===== src/rtl/print_port_resp.sv =====
// Print-port AXI write responder: accepts single-lane character writes to a
// fixed address, queues the bytes in a small FIFO, and answers every write
// with an AXI B response.
module print_port_resp #(
  parameter logic [31:0] BASE_ADDR  = 32'h90000000,
  parameter int unsigned FIFO_DEPTH = 8
) (
  input  logic         pll_core_cpuclk,
  input  logic         pad_cpu_rst_b,
  input  logic         awvalid,
  output logic         awready,
  input  logic [39:0]  awaddr,
  input  logic [3:0]   awlen,
  input  logic [7:0]   awid,
  input  logic         wvalid,
  output logic         wready,
  input  logic [127:0] wdata,
  input  logic [15:0]  wstrb,
  input  logic         wlast,
  output logic         bvalid,
  input  logic         bready,
  output logic [1:0]   bresp,
  output logic [7:0]   bid,
  output logic         char_vld,
  output logic [7:0]   char_data,
  input  logic         char_rdy,
  output logic [15:0]  drop_cnt
);

  localparam int unsigned AW = $clog2(FIFO_DEPTH);

  typedef enum logic [1:0] {IDLE, DATA, RESP} state_t;

  state_t      state, next_state;
  logic        match_q;
  logic [3:0]  len_q;
  logic [3:0]  beat_q;
  logic [7:0]  id_q;
  logic        err_q;
  logic [1:0]  bresp_q;
  logic [15:0] drop_q;

  logic [7:0]  mem [FIFO_DEPTH];
  logic [AW:0] wptr, rptr;

  logic        awready_i, wready_i, bvalid_i;
  logic        aw_hs, w_hs, pop, push, drop;
  logic        empty, full;
  logic        strb_char, char_beat, last_beat, wlast_bad;
  logic [7:0]  lane_byte;
  logic [1:0]  resp_next;

  // Address bits outside the decoded window and the non-lane data bytes are
  // intentionally ignored.
  logic unused_bits;
  assign unused_bits = ^{awaddr[39:32], awaddr[3:0], wdata[127:104],
                         wdata[95:72], wdata[63:40], wdata[31:8]};

  assign empty = (wptr == rptr);
  assign full  = (wptr[AW] != rptr[AW]) && (wptr[AW-1:0] == rptr[AW-1:0]);

  // Strobe decode: only a full 32-bit lane write carries a character, taken
  // from the lowest byte of that lane.
  always_comb begin
    strb_char = 1'b1;
    lane_byte = '0;
    case (wstrb)
      16'h000f: lane_byte = wdata[7:0];
      16'h00f0: lane_byte = wdata[39:32];
      16'h0f00: lane_byte = wdata[71:64];
      16'hf000: lane_byte = wdata[103:96];
      default:  strb_char = 1'b0;
    endcase
  end

  assign char_beat = (len_q == 4'd0) && match_q && strb_char;
  assign last_beat = (beat_q == len_q);
  assign wlast_bad = (wlast != last_beat);

  assign aw_hs = awvalid && awready;
  assign w_hs  = wvalid && wready;
  assign pop   = char_vld && char_rdy;
  // A char beat is single-beat, so a correct wlast is simply wlast=1.
  assign push  = w_hs && char_beat && wlast;
  assign drop  = w_hs && match_q && (len_q == 4'd0) && !strb_char;

  // DECERR wins over SLVERR; SLVERR covers bursts and any wlast misplacement.
  always_comb begin
    resp_next = 2'b00;
    if (!match_q)                                    resp_next = 2'b11;
    else if ((len_q != 4'd0) || err_q || wlast_bad)  resp_next = 2'b10;
  end

  // Next-state and handshake outputs.
  always_comb begin
    next_state = state;
    awready_i  = 1'b0;
    wready_i   = 1'b0;
    bvalid_i   = 1'b0;
    case (state)
      IDLE: begin
        awready_i = 1'b1;
        if (awvalid) next_state = DATA;
      end
      DATA: begin
        wready_i = !(char_beat && full);
        if (wvalid && wready_i && last_beat) next_state = RESP;
      end
      RESP: begin
        bvalid_i = 1'b1;
        if (bready) next_state = IDLE;
      end
      default: next_state = IDLE;
    endcase
  end

  // Outputs are forced to their reset values whenever reset is asserted.
  assign awready   = awready_i && pad_cpu_rst_b;
  assign wready    = wready_i && pad_cpu_rst_b;
  assign bvalid    = bvalid_i && pad_cpu_rst_b;
  assign bresp     = pad_cpu_rst_b ? bresp_q : '0;
  assign bid       = pad_cpu_rst_b ? id_q : '0;
  assign drop_cnt  = pad_cpu_rst_b ? drop_q : '0;
  assign char_vld  = pad_cpu_rst_b && !empty;
  assign char_data = char_vld ? mem[rptr[AW-1:0]] : '0;

  // State register.
  always_ff @(posedge pll_core_cpuclk) begin
    if (!pad_cpu_rst_b) state <= IDLE;
    else                state <= next_state;
  end

  // Per-transaction context: latched AW fields, beat count and error status.
  always_ff @(posedge pll_core_cpuclk) begin
    if (!pad_cpu_rst_b) begin
      match_q <= 1'b0;
      len_q   <= '0;
      id_q    <= '0;
      beat_q  <= '0;
      err_q   <= 1'b0;
      bresp_q <= '0;
    end else begin
      if (aw_hs) begin
        match_q <= (awaddr[31:4] == BASE_ADDR[31:4]);
        len_q   <= awlen;
        id_q    <= awid;
        beat_q  <= '0;
        err_q   <= 1'b0;
      end
      if (w_hs) begin
        beat_q <= beat_q + 4'd1;
        err_q  <= err_q || wlast_bad;
        if (last_beat) bresp_q <= resp_next;
      end
    end
  end

  // Saturating count of matching single-beat writes that carried no character.
  always_ff @(posedge pll_core_cpuclk) begin
    if (!pad_cpu_rst_b)                drop_q <= '0;
    else if (drop && (drop_q != '1))   drop_q <= drop_q + 16'd1;
  end

  // FIFO pointers; the extra MSB separates full from empty.
  always_ff @(posedge pll_core_cpuclk) begin
    if (!pad_cpu_rst_b) begin
      wptr <= '0;
      rptr <= '0;
    end else begin
      if (push) wptr <= wptr + 1'b1;
      if (pop)  rptr <= rptr + 1'b1;
    end
  end

  // FIFO storage; contents need no reset since the pointers define validity.
  always_ff @(posedge pll_core_cpuclk) begin
    if (push) mem[wptr[AW-1:0]] <= lane_byte;
  end

endmodule


===== config.mk =====
export PLATFORM = sky130hd
export DESIGN_NAME = print_port_resp
export DESIGN_NICKNAME = d
export VERILOG_FILES = /design/src/rtl/print_port_resp.sv
export SDC_FILE = /design/constraint.sdc
export NUM_CORES = 1
export LEC_CHECK = 0
export ABC_AREA = 1
export ABC_CLOCK_PERIOD_IN_PS = 2830
export BUFFER_PORTS_ARGS = -buffer_cell sky130_fd_sc_hd__buf_2
export CAP_MARGIN = 5
export CORE_MARGIN = 2
export CORE_UTILIZATION = 45
export DETAILED_ROUTE_END_ITERATION = 8
export GPL_ROUTABILITY_DRIVEN = 0
export PLACE_DENSITY = 0.76
export SYNTH_ARGS = -nofsm -noshare
export SYNTH_HDL_FRONTEND = slang
export SYNTH_SLANG_ARGS = --single-unit
export TNS_END_PERCENT = 50

===== constraint.sdc =====
create_clock -name pll_core_cpuclk -period 2.83 [get_ports pll_core_cpuclk]
set_input_delay 0.1415 -clock pll_core_cpuclk [delete_from_list [all_inputs] [get_ports pll_core_cpuclk]]
set_output_delay 0.1415 -clock pll_core_cpuclk [all_outputs]
set_load 0.05 [all_outputs]

---- Yosys cells after proc, flatten, opt, wreduce, memory -nomap -nowiden ----
Memories as Yosys holds them, arrays and structs flattened. A register that Yosys moved wholly into a read port is not among the register bits.
Index checks and enable logic that the tools add are counted.
storage, ports and cells
  register bits after elaboration ......... 46
  input bits .............................. 203
  output and inout bits ................... 38
  word-level logic and storage cells ...... 86
  memories kept ........................... 1
  memory bits (writable) .................. 64
memory list
  name  words  bits a word  read ports  clocked after Yosys merged registers in  write ports  RTL line  RTL
  mem   8      8            1           1                                        1            43        logic [7:0] mem [FIFO_DEPTH];
cells by class
  multiplexer cells ....................... 23
  reduce and logical (&&, ||, !) cells .... 32
  add/subtract/negate cells ............... 4
  equality and inequality tests ........... 16
operators by type and width
  cell                     count
  $pmux W8 S4              1
  $eq A28 B28 Y1 const B   1
  $logic_and A1 B1 Y1      19
  $add A16 B1 Y16 const B  1
  $eq A16 B12 Y1 const B   1
  $eq A16 B16 Y1 const B   1
  $eq A16 B4 Y1 const B    1
  $eq A16 B8 Y1 const B    1
  $mux W16                 1
  $mux W8                  2
  $ne A16 B16 Y1 const B   1
  $add A4 B1 Y4 const B    3
  $mux W2                  6
  $eq A4 B4 Y1             2
  $mux W1                  8
  $mux W4                  2
  $mux W3                  2
  $ne A2 B2 Y1 const B     3
  $pmux W2 S3              1
  $logic_not A4 Y1         1
  $reduce_bool A4 Y1       1
  $reduce_or A4 Y1         1
  $eq A3 B3 Y1             1
  $logic_not A1 Y1         3
  8 further kinds          11

---- Logic depth before layout (Yosys ltp) ----
  depth after elaboration ................. 13
  mapped depth ............................ 14
  gate-level depth less buffers ........... 14

---- Worst setup path before layout ----
OpenSTA, ideal clock, no wires.
  kind .................................... reg2out
  from .................................... register wptr[1]
  to ...................................... output char_data[7]
  data required time ...................... 2,689 ps
  path slack .............................. -129 ps
  cell stages (with the launch flop) ...... 9
  arrival ................................. 2,818 ps
  buffers on the path ..................... 1
  path through ............................ dfxtp_1 buf_2 inv_1 nand2_1 nand4_1 nor2_1 a21oi_2 inv_1 a211oi_1
between the ends
  word-level cells in the longest chain between the ends .. 4
ends and longest elaborated chain
  what                    RTL line  RTL
  start, declared         44        logic [AW:0] wptr, rptr;
  start signal, assigned  170       if (push) wptr <= wptr + 1'b1;
  $eq A4 B4 Y1            59        assign empty = (wptr == rptr);
  $logic_not A1 Y1        124       assign char_vld = pad_cpu_rst_b && !empty;
  $logic_and A1 B1 Y1     124
  net char_vld            24        output logic char_vld,
  $mux W8                 125       assign char_data = char_vld ? mem[rptr[AW-1:0]] : '0;
  end, declared           25        output logic [7:0] char_data,
The timed path passes the listed nets, and every way through them passes these cells.

---- Worst setup path in the final report ----
  from .................................... register wptr[2]
  to ...................................... output char_data[7]
between the ends
  word-level cells in the longest chain between the ends .. 4
ends and longest elaborated chain
  what                 RTL line
  $eq A4 B4 Y1         59
  $logic_not A1 Y1     124
  $logic_and A1 B1 Y1  124
  $mux W8              125
Every way passes these cells.

==> reports/results.txt <==
GRT overflow -> 0
Most frequent cells in the layout -> 160 x nand2_1, 132 x buf_2, 64 x edfxtp_1, 59 x nand3_1, 58 x inv_1
Final instance area -> 7190 sq um
Wirelength per Cell -> 12.8 um
Multi-input gate area -> 2330 sq um
Crit path required time -> 2.69 ns
Mapped cell area -> 5580 sq um
Worst skew pair latency -> 0.40 ns
CTS Buf Count -> 17
Hold WS -> 0.0178 ns
Delay-heaviest family, CP -> flip-flops
Max capacitance violation total -> 0
Transition time of the tightest slew-check pin -> 0.575 ns
Root buf cell -> clkbuf_16
Crit path buffers/inverters -> 2
Die footprint -> 13,300 sq um
Syn avg cell area -> 8.66 sq um
CTS Buffer Depth -> 2
Netlist cell types -> 37
Post-Syn Nets -> 851
Hold Vio Cnt, Final -> 0
Layout cell share with drive strength beyond 1 -> 0.262
Final Cycle Share -> 0.841
Maximum VDD drop -> 0.000371 V
Final setup vio count -> 0
Pre-antenna DRT Iters -> 4
Min Tclk post-route -> 2.38 ns
Starting Density -> 0.462
Crit path from -> wptr[2]
Crit path kind -> flop to primary output
DRC viols -> 0
Worst reg2reg startpoint -> drop_q[0]
Sequential share of the synthesized area -> 0.521
All-layer global routing usage -> 0.197
Crit path launch type -> flop
Worst path slowest cell -> dfxtp_1
First-pass GRT wire length -> 20,600 um
Fmax -> 420 MHz
Crit-path max FO -> 9
Critical path arrival -> 2.24 ns
Yosys reg bits -> 113
Die W -> 115 um
Pleak -> 3.13 nW
CTS tree -> yes
Via density -> 4.98
Register area -> 2900 sq um
Non-Filler Instances -> 977
Area growth syn-to-layout -> 29.0%
Die height -> 115 um
Max-slew violation count -> 0
Clock-pin slew on the worst setup and hold paths -> 0.05 ns
PortBufs -> 132
Critical Path Sink Type -> primary output
Largest net degree at the start of global routing -> 48
RSZ-0062 raised after global routing -> no
CP Cell Sequence -> xor2_1, nor2_1, a21oi_2, inv_1, a211oi_2, buf_2
Number of sinks on the clock net -> 113
Power per cell area -> 597 nW/um^2
Most common cell after layout, fill and taps aside -> nand2_1
YS warnings -> 0
Initial antenna violation count -> 0
HP Start -> awaddr[18]
Top_reg_cell synth -> edfxtp_1
Vias -> 4,869
FP Rows -> 40
Worst Hold Class -> input port to flop
Status -> finished clean
Antenna Nets Post-Route -> 0
Fill cells -> 1,100
CTS HTree Levels -> 4
Placeable Area -> 12,100 sq um
Nets -> 1,002
Final WL -> 12,500 um
Max incr delay on CP -> 0.55 ns
Iteration-0 DRC Markers -> 269
Number of enable flip-flop cells after synthesis -> 64
CTS resizes -> 0
Placed cell areas -> 6430 sq um
Slew HR -> 0.616
Setup bufs post-CTS -> 0
Vias in the first global route -> 4,563
Placed insts -> 932
TNS Setup -> 0 ns
Clk_skew -> 0.00844 ns
Detail Placement HPWL -> 8450 um
Post-Syn Instances -> 644
I/O pin count -> 241
Post-synth ARST share -> 0
Hold_buf cts -> 12
registers in the layout (all words and copies together), names as in the netlist, named ones only:
signal	count
beat_q	4
wptr	4
match_q	1
bresp_q	2
mem	64
state	2
drop_q	16
err_q	1
id_q	8
rptr	4
len_q	4
final cells by class:
type                            instances  area share
Sequential cell                       113       0.404
Multi-Input combinational cell        446       0.324
Timing Repair Buffer                  157       0.122
Clock buffer                           18      0.0597
Inverter                               60      0.0313
Clock inverter                         14      0.0292
Tap cell                              168      0.0292
Antenna cell                            1    0.000348
worst min-delay path: cells and delay by family:
kind,cells,cell delay (ns)
compound gates,1,0.05
simple gates,2,0.10
buf+inv,1,0.07
through the flow:
step | power [mW] | utilization | worst slack, ns
detailed placement | 2.03 | 0.533 | 0.562
finish | 4.29 | 0.596 | 0.450
global route | 4.43 | 0.596 | 0.304
global placement | 2.02 | 0.533 | 0.630
floorplan | 1.93 | - | 0.346
CTS | 4.33 | 0.596 | 0.436
worst paths after layout:
check / end / slack [ns] / cells after the start
worst max register to register: drop_q[1] / 0.75 / 11
worst min-delay path: match_q / 0.02 / 4
worst max-delay path: char_data[7] / 0.45 / 6
worst min register to register: match_q / 0.46 / 2
cells by family after synthesis:
| family | Yosys count | share of synthesized area |
|---|---|---|
| buf+inv | 85 | 0.0619 |
| fa+ha+maj | 4 | 0.00898 |
| compound gates | 95 | 0.0996 |
| xor+xnor | 13 | 0.0204 |
| flops | 113 | 0.521 |
| simple gates | 334 | 0.288 |
routing by layer:
layer	vias up	routed length, um	GRT usage
met1	2197	5460	0.246
met5	-	0	0
met3	9	791	0.0485
met2	159	6180	0.341
li1	2504	-	-
met4	0	91	0.0546
synth_stat cells, drive strengths merged, types with 7 or more instances:
library cell / count / area [sq um]
nand4: 16 / 113
nand3: 62 / 333
nor3: 15 / 116
a32o: 8 / 80.1
a32oi: 8 / 70.1
nand2: 169 / 667
nor2: 66 / 342
edfxtp: 64 / 1920
clkbuf: 17 / 63.8
o21ai: 30 / 150
buf: 8 / 56.3
inv: 59 / 221
xnor2: 7 / 61.3
a21oi: 46 / 234
dfxtp: 49 / 981
report_power, final:
part           switching [mW]  internal (mW)  leakage, nW
Combinational           0.152         0.0992         1.95
Sequential             0.0123           1.74        0.876
Clock                   0.726           1.56        0.310
(Power assumes the default switching activity.)
